===== config.mk =====
export PLATFORM = sky130hd
export DESIGN_NAME = uart_rx_cfg
export DESIGN_NICKNAME = d
export VERILOG_FILES = /design/src/rtl/uart_rx_cfg.sv
export SDC_FILE = /design/constraint.sdc
export NUM_CORES = 1
export LEC_CHECK = 0
export ABC_AREA = 1
export CAP_MARGIN = 20
export CORE_MARGIN = 2
export CORE_UTILIZATION = 51
export CTS_BUF_LIST = sky130_fd_sc_hd__clkbuf_4
export CTS_CLUSTER_SIZE = 8
export DETAILED_ROUTE_END_ITERATION = 10
export GPL_ROUTABILITY_DRIVEN = 0
export PLACE_DENSITY = 0.72
export SYNTH_ARGS = -nofsm -noshare
export SYNTH_HDL_FRONTEND = slang
export SYNTH_SLANG_ARGS = --single-unit

===== constraint.sdc =====
create_clock -name clk -period 2.1 [get_ports clk]
set_clock_uncertainty 0.2 [all_clocks]
set_input_delay 0.42 -clock clk [delete_from_list [all_inputs] [get_ports clk]]
set_output_delay 0.42 -clock clk [all_outputs]
set_load 0.05 [all_outputs]

===== src/rtl/uart_rx_cfg.sv =====
`default_nettype none
// ============================================================================
// Module   : uart_rx_cfg
// Brief    : Parametrised oversampling UART receiver with configurable data
//            width, parity and stop bits. Reports framing, parity and overrun
//            errors and holds each word behind a valid/ready handshake.
// Options  : define UART_RX_MAJORITY_EN to take every bit as the 2-of-3
//            majority of three samples around mid-bit.
// Revision : 1.0 - initial release
// ============================================================================
module uart_rx_cfg #(
  parameter int CLK_FREQ   = 100_000_000,
  parameter int BAUD_RATE  = 115200,
  parameter int OVERSAMPLE = 16,
  parameter int DATA_BITS  = 8,
  parameter int PARITY     = 0,
  parameter int STOP_BITS  = 1
) (
  input  logic                 clk,
  input  logic                 rst_n,
  input  logic                 rx,
  output logic [DATA_BITS-1:0] m_data,
  output logic                 m_valid,
  input  logic                 m_ready,
  output logic                 frame_err,
  output logic                 parity_err,
  output logic                 overrun,
  output logic                 busy
);

  localparam int DIV_RAW = CLK_FREQ / (BAUD_RATE * OVERSAMPLE);
  localparam int DIV     = (DIV_RAW < 1) ? 1 : DIV_RAW;
  localparam int DW      = (DIV > 1) ? $clog2(DIV) : 1;
  localparam int SW      = $clog2(OVERSAMPLE);
  localparam int BW      = $clog2(DATA_BITS + 1);

  localparam logic [DW-1:0] DIV_LAST = DW'(DIV - 1);
  localparam logic [SW-1:0] HALF     = SW'(OVERSAMPLE / 2);
  localparam logic [BW-1:0] LAST_BIT = BW'(DATA_BITS - 1);

  typedef enum logic [2:0] {
    IDLE  = 3'd0,
    START = 3'd1,
    DATA  = 3'd2,
    PAR   = 3'd3,
    STOP  = 3'd4,
    BRK   = 3'd5
  } state_t;

  state_t                 state;
  logic                   rx_meta;
  logic                   rx_sync;
  logic [DW-1:0]          div_cnt;
  logic                   tick;
  logic [SW-1:0]          s_cnt;
  logic [BW-1:0]          bit_cnt;
  logic                   stop_cnt;
  logic [DATA_BITS-1:0]   shreg;
  logic                   ferr_acc;
  logic                   perr_acc;
  logic                   w_bit;
  logic                   w_sample;
  logic                   w_last_stop;
  logic                   w_ferr;
  logic                   w_leave_idle;

  // Two-flop synchronizer for the asynchronous serial line, idling high.
  always_ff @(posedge clk or negedge rst_n) begin
    if (!rst_n) begin
      rx_meta <= 1'b1;
      rx_sync <= 1'b1;
    end else begin
      rx_meta <= rx;
      rx_sync <= rx_meta;
    end
  end

  assign w_leave_idle = (state == IDLE) && !rx_sync;
  assign tick         = (div_cnt == DIV_LAST);

  // Free-running oversample tick divider, realigned to the start edge.
  always_ff @(posedge clk or negedge rst_n) begin
    if (!rst_n) begin
      div_cnt <= '0;
    end else if (w_leave_idle || tick) begin
      div_cnt <= '0;
    end else begin
      div_cnt <= div_cnt + DW'(1);
    end
  end

`ifdef UART_RX_MAJORITY_EN
  localparam logic [SW-1:0] HALF_M1   = SW'(OVERSAMPLE / 2 - 1);
  localparam logic [SW-1:0] SAMPLE_PT = SW'(OVERSAMPLE / 2 + 1);

  logic s_early;
  logic s_mid;

  // Capture the two samples preceding the decision point for the vote.
  always_ff @(posedge clk or negedge rst_n) begin
    if (!rst_n) begin
      s_early <= 1'b1;
      s_mid   <= 1'b1;
    end else if (tick) begin
      if (s_cnt == HALF_M1) s_early <= rx_sync;
      if (s_cnt == HALF)    s_mid   <= rx_sync;
    end
  end

  assign w_bit = (s_early & s_mid) | (s_early & rx_sync) | (s_mid & rx_sync);
`else
  localparam logic [SW-1:0] SAMPLE_PT = HALF;

  assign w_bit = rx_sync;
`endif

  assign w_sample    = tick && (s_cnt == SAMPLE_PT);
  assign w_last_stop = (STOP_BITS == 1) || stop_cnt;
  assign w_ferr      = ferr_acc | ~w_bit;
  assign busy        = (state != IDLE);

  // Frame sequencing FSM with the output word register and handshake.
  always_ff @(posedge clk or negedge rst_n) begin
    if (!rst_n) begin
      state      <= IDLE;
      s_cnt      <= '0;
      bit_cnt    <= '0;
      stop_cnt   <= 1'b0;
      shreg      <= '0;
      ferr_acc   <= 1'b0;
      perr_acc   <= 1'b0;
      m_data     <= '0;
      m_valid    <= 1'b0;
      frame_err  <= 1'b0;
      parity_err <= 1'b0;
      overrun    <= 1'b0;
    end else begin
      overrun <= 1'b0;
      if (m_valid && m_ready) m_valid <= 1'b0;
      // Sample counter keeps running across states so bit cells stay aligned.
      if (state != IDLE && tick) s_cnt <= s_cnt + SW'(1);

      case (state)
        IDLE: begin
          if (!rx_sync) begin
            state    <= START;
            s_cnt    <= '0;
            bit_cnt  <= '0;
            stop_cnt <= 1'b0;
            ferr_acc <= 1'b0;
            perr_acc <= 1'b0;
          end
        end
        START: begin
          if (w_sample) state <= w_bit ? IDLE : DATA;
        end
        DATA: begin
          if (w_sample) begin
            shreg   <= {w_bit, shreg[DATA_BITS-1:1]};
            bit_cnt <= bit_cnt + BW'(1);
            if (bit_cnt == LAST_BIT) state <= (PARITY != 0) ? PAR : STOP;
          end
        end
        PAR: begin
          if (w_sample) begin
            perr_acc <= (w_bit != ((^shreg) ^ (PARITY == 2)));
            state    <= STOP;
          end
        end
        STOP: begin
          if (w_sample) begin
            if (!w_last_stop) begin
              stop_cnt <= 1'b1;
              ferr_acc <= w_ferr;
            end else begin
              // Leave half a bit early so a back-to-back start is not missed.
              state <= w_ferr ? BRK : IDLE;
              if (!m_valid || m_ready) begin
                m_data     <= shreg;
                frame_err  <= w_ferr;
                parity_err <= perr_acc;
                m_valid    <= 1'b1;
              end else begin
                overrun <= 1'b1;
              end
            end
          end
        end
        BRK: begin
          if (rx_sync) state <= IDLE;
        end
        default: state <= IDLE;
      endcase
    end
  end

endmodule
`default_nettype wire


==> impl_metrics.yaml <==
run_status:
  run_status: "finished, final reports clean"
timing:
  final_max_slew_viol_count: 0
  worst_slew_margin_rel: 0.672
  hold_viol_final: 0
  timing.final.crit_share: 0.944
  fin_tns_setup_ps: 0
  fmaxAchievable_mhz: 505
  final-setup-viol-count: 0
  tightest_pin_transition_ps: 494
  hold_slack_ps: 162
  fin_crit_ps: 1980
  setup_ws_ps: 118
  rsz0062_at_grt: "no"
cts:
  post-cts-setup-buffer-count: 0
  numCtsBuffers: 5
  htree_num_levels: 2
  ctsLongestPathBuffers: 2
  cts_sinks: 40
  cts-root-buf: "sky130_fd_sc_hd__clkbuf_4"
  clkSlewWorstSetupHoldPaths_ps: 100
  worstSkewPairLatency_ps: 340
  clock_tree_from_tritoncts: "done"
place:
  io_buffer_count: 16
  dp_slack_ps: 317
  place_hpwl_mm: 2.72
  placed_cells: 306
  placement.cell_area_um2: 2210
run:
  timing.max_cap.violations: 0
route:
  routed.top_layer: "met4"
  drt-pass1-iter-count: 4
  met2_wirelength_mm: 1.64
  route.met3.wl_um: 116
  drt-total-wl_mm: 3.59
  detail_route.wl_per_cell_um: 11.4
  drt-met1-wl_mm: 1.75
  detailed_route_vias_per_instance: 5.01
  route.antenna.remaining_nets: 0
  dr.first_iter.drc_count: 68
  via_count: 1578
  remaining_drc_errors: 0
global_route:
  vias_in_the_first_global_route: 1541
  grt_first_pass_wirelength_mm: 6.58
  grt_use_total: 0.198
  grt_overflow: 0
  antenna_violations_before_repair: 0
  maximum_number_of_pins_on_one_net_before_global_route_repair: 22
min_path:
  worstHoldStart: "rx_meta"
  hold-path-cell-count: 0
  worst_hold_path_type: "flop to flop"
  hold_path_end: "rx_sync"
logic_synthesis:
  synth_area_per_cell_um2: 8.33
  syn_inst: 243
  basic_gate_share_of_the_synthesized_area_counting_and_or_nand_and_nor_cells: 0.279
  synthesis.yosys.warnings: 0
  synth-async-reset-ratio: 1.00
  synth_compound_gate_area_share: 0.113
  syn_area_um2: 2020
  synth.area.mux_share: 0
  synth_sequential_area_ratio: 0.496
  total_of_flip_flops_plus_latches_after_synthesis: 40
  syn_nets: 252
  dominant_combinational_cell_family_by_area_after_synthesis: "simple AND/OR/NAND/NOR gates"
  distinct_cell_type_count_after_synthesis: 26
  synth_enable_flop_cells: 0
  post_synth_fa_ha_maj_area_fraction: 0.0309
  yosys_most_used_dff: "sky130_fd_sc_hd__dfrtp_1"
  share_of_the_synthesized_netlist_area_taken_by_xor_and_xnor_gates: 0.0130
final_layout:
  design.final.nets: 275
  post_layout_nonfiller_instances: 315
  share_of_cells_above_drive_strength_1: 0.195
  areaGrowthSynthToFinish_pct: 12.5
  most-common-layout-cells: "sky130_fd_sc_hd__nand2_1 (74), sky130_fd_sc_hd__dfrtp_1 (37), sky130_fd_sc_hd__inv_1 (26)"
  final_design_area_no_fill_um2: 2280
  antennaDiodeCount: 0
  filler_cell_count: 354
  most_frequent_standard_cell_in_the_layout_excluding_fill_and_tap_cells: "sky130_fd_sc_hd__nand2_1"
floorplan:
  effective_utilization_at_floorplan: 0.541
  placeableCoreArea_um2: 3740
  die_x_um: 67.0
  floorplan.io_pins: 17
  floorplan.die_area_um2: 4490
  die-height_um: 67.0
  fp_rows: 22
power_and_ir_drop:
  max-vdd-ir-drop_mv: 0.324
  pwr_density_cell_nw_per_um2: 524
  leakagePower_nw: 1.17
worst_setup_path:
  worst-r2r-cell-count: 9
  critical_path.startpoint_type: "flop"
  r2r-end: "frame_err"
  cp.required_ps: 1480
  r2r_slack_ps: 300
  critPathMaxFanout: 5
  worstSetupEndpointType: "primary output"
  critPathArrivalTime_ps: 1360
  reg2reg_from: "div_cnt[1]"
  crit_type: "flop to primary output"
[flip-flops by register name, summed over array words and instances (netlist names), 3 cells and up]
signal	count
bit_cnt	4
m_data	8
state	3
div_cnt	6
s_cnt	4
shreg	8
[Yosys cell counts (3+ instances only)]
| library cell | count | share of area |
|---|---|---|
| sky130_fd_sc_hd__ha_1 | 5 | 0.031 |
| sky130_fd_sc_hd__inv_1 | 26 | 0.048 |
| sky130_fd_sc_hd__o21ai_2 | 10 | 0.043 |
| sky130_fd_sc_hd__nand2_1 | 74 | 0.14 |
| sky130_fd_sc_hd__a21oi_1 | 5 | 0.012 |
| sky130_fd_sc_hd__nor2_1 | 17 | 0.032 |
| sky130_fd_sc_hd__nand3_1 | 17 | 0.042 |
| sky130_fd_sc_hd__nand2_4 | 3 | 0.017 |
| sky130_fd_sc_hd__inv_2 | 5 | 0.0093 |
| sky130_fd_sc_hd__o21ai_0 | 19 | 0.047 |
| sky130_fd_sc_hd__dfrtp_1 | 38 | 0.47 |
| sky130_fd_sc_hd__nand2_2 | 3 | 0.0093 |
[layout make-up]
cell class / instances / area [um2] / share of cell area
multi-input combinational: 170 / 887 / 0.389
tap: 48 / 60.1 / 0.0264
clock inverter: 1 / 3.75 / 0.00165
clock buffer: 7 / 52.6 / 0.0231
timing repair buffer: 18 / 154 / 0.0675
inverter: 31 / 116 / 0.0511
sequential: 40 / 1000 / 0.441
[report_power, final]
| part | internal (mW) | leakage [nW] | switching [mW] | total [mW] |
|---|---|---|---|---|
| combinational | 0.00972 | 0.605 | 0.0181 | 0.0279 |
| clock | 0.155 | 0.0338 | 0.235 | 0.390 |
| sequential | 0.773 | 0.535 | 0.00242 | 0.776 |
[per-layer routing]
| metal | vias to the layer above | track usage |
|---|---|---|
| li1 | 816 | - |
| met1 | 737 | 0.250 |
| met2 | 18 | 0.317 |
| met3 | 7 | 0.0372 |
| met4 | 0 | 0.110 |
| met5 | - | 0 |
[worst max path at each step]
stage | start | to | slack, ps | cells after the start
4_1_cts | state[1] | busy | 50 | 5
3_5_place_dp | m_ready | m_data[1] | 320 | 6
2_1_floorplan | s_cnt[0] | parity_err | 440 | 10
5_1_grt | state[1] | busy | 20 | 5
3_3_place_gp | m_ready | m_data[6] | 350 | 6
6_report | state[1] | busy | 120 | 5
[cells by family after synthesis]
group	Yosys count
compound gates	37
simple gates	125
buf+inv	33
xor+xnor	3
fa+ha+maj	5
flops	40
[per-stage QoR]
stage | utilization | total power [mW]
2_1_floorplan | - | 0.792
3_3_place_gp | 0.590 | 0.818
3_5_place_dp | 0.590 | 0.818
4_1_cts | 0.607 | 1.21
5_1_grt | 0.609 | 1.25
6_report | 0.609 | 1.19
[critical path: stages, from the launching register on]
cell and delay, ps:
sky130_fd_sc_hd__dfrtp_2 450, sky130_fd_sc_hd__nor2_2 160, sky130_fd_sc_hd__inv_2 60, sky130_fd_sc_hd__nor2_4 120, sky130_fd_sc_hd__inv_2 60, sky130_fd_sc_hd__buf_4 180
[repair_timing]
| action | CTS | global route |
|---|---|---|
| resized for setup | 1 | 2 |
| setup endpoints to repair | 1 | 1 |
| endpoints found under the hold margin | 17 | 0 |
| gates cloned | 0 | 0 |
| hold buffers | 1 | 0 |
Power figures use the tool's default switching activity.
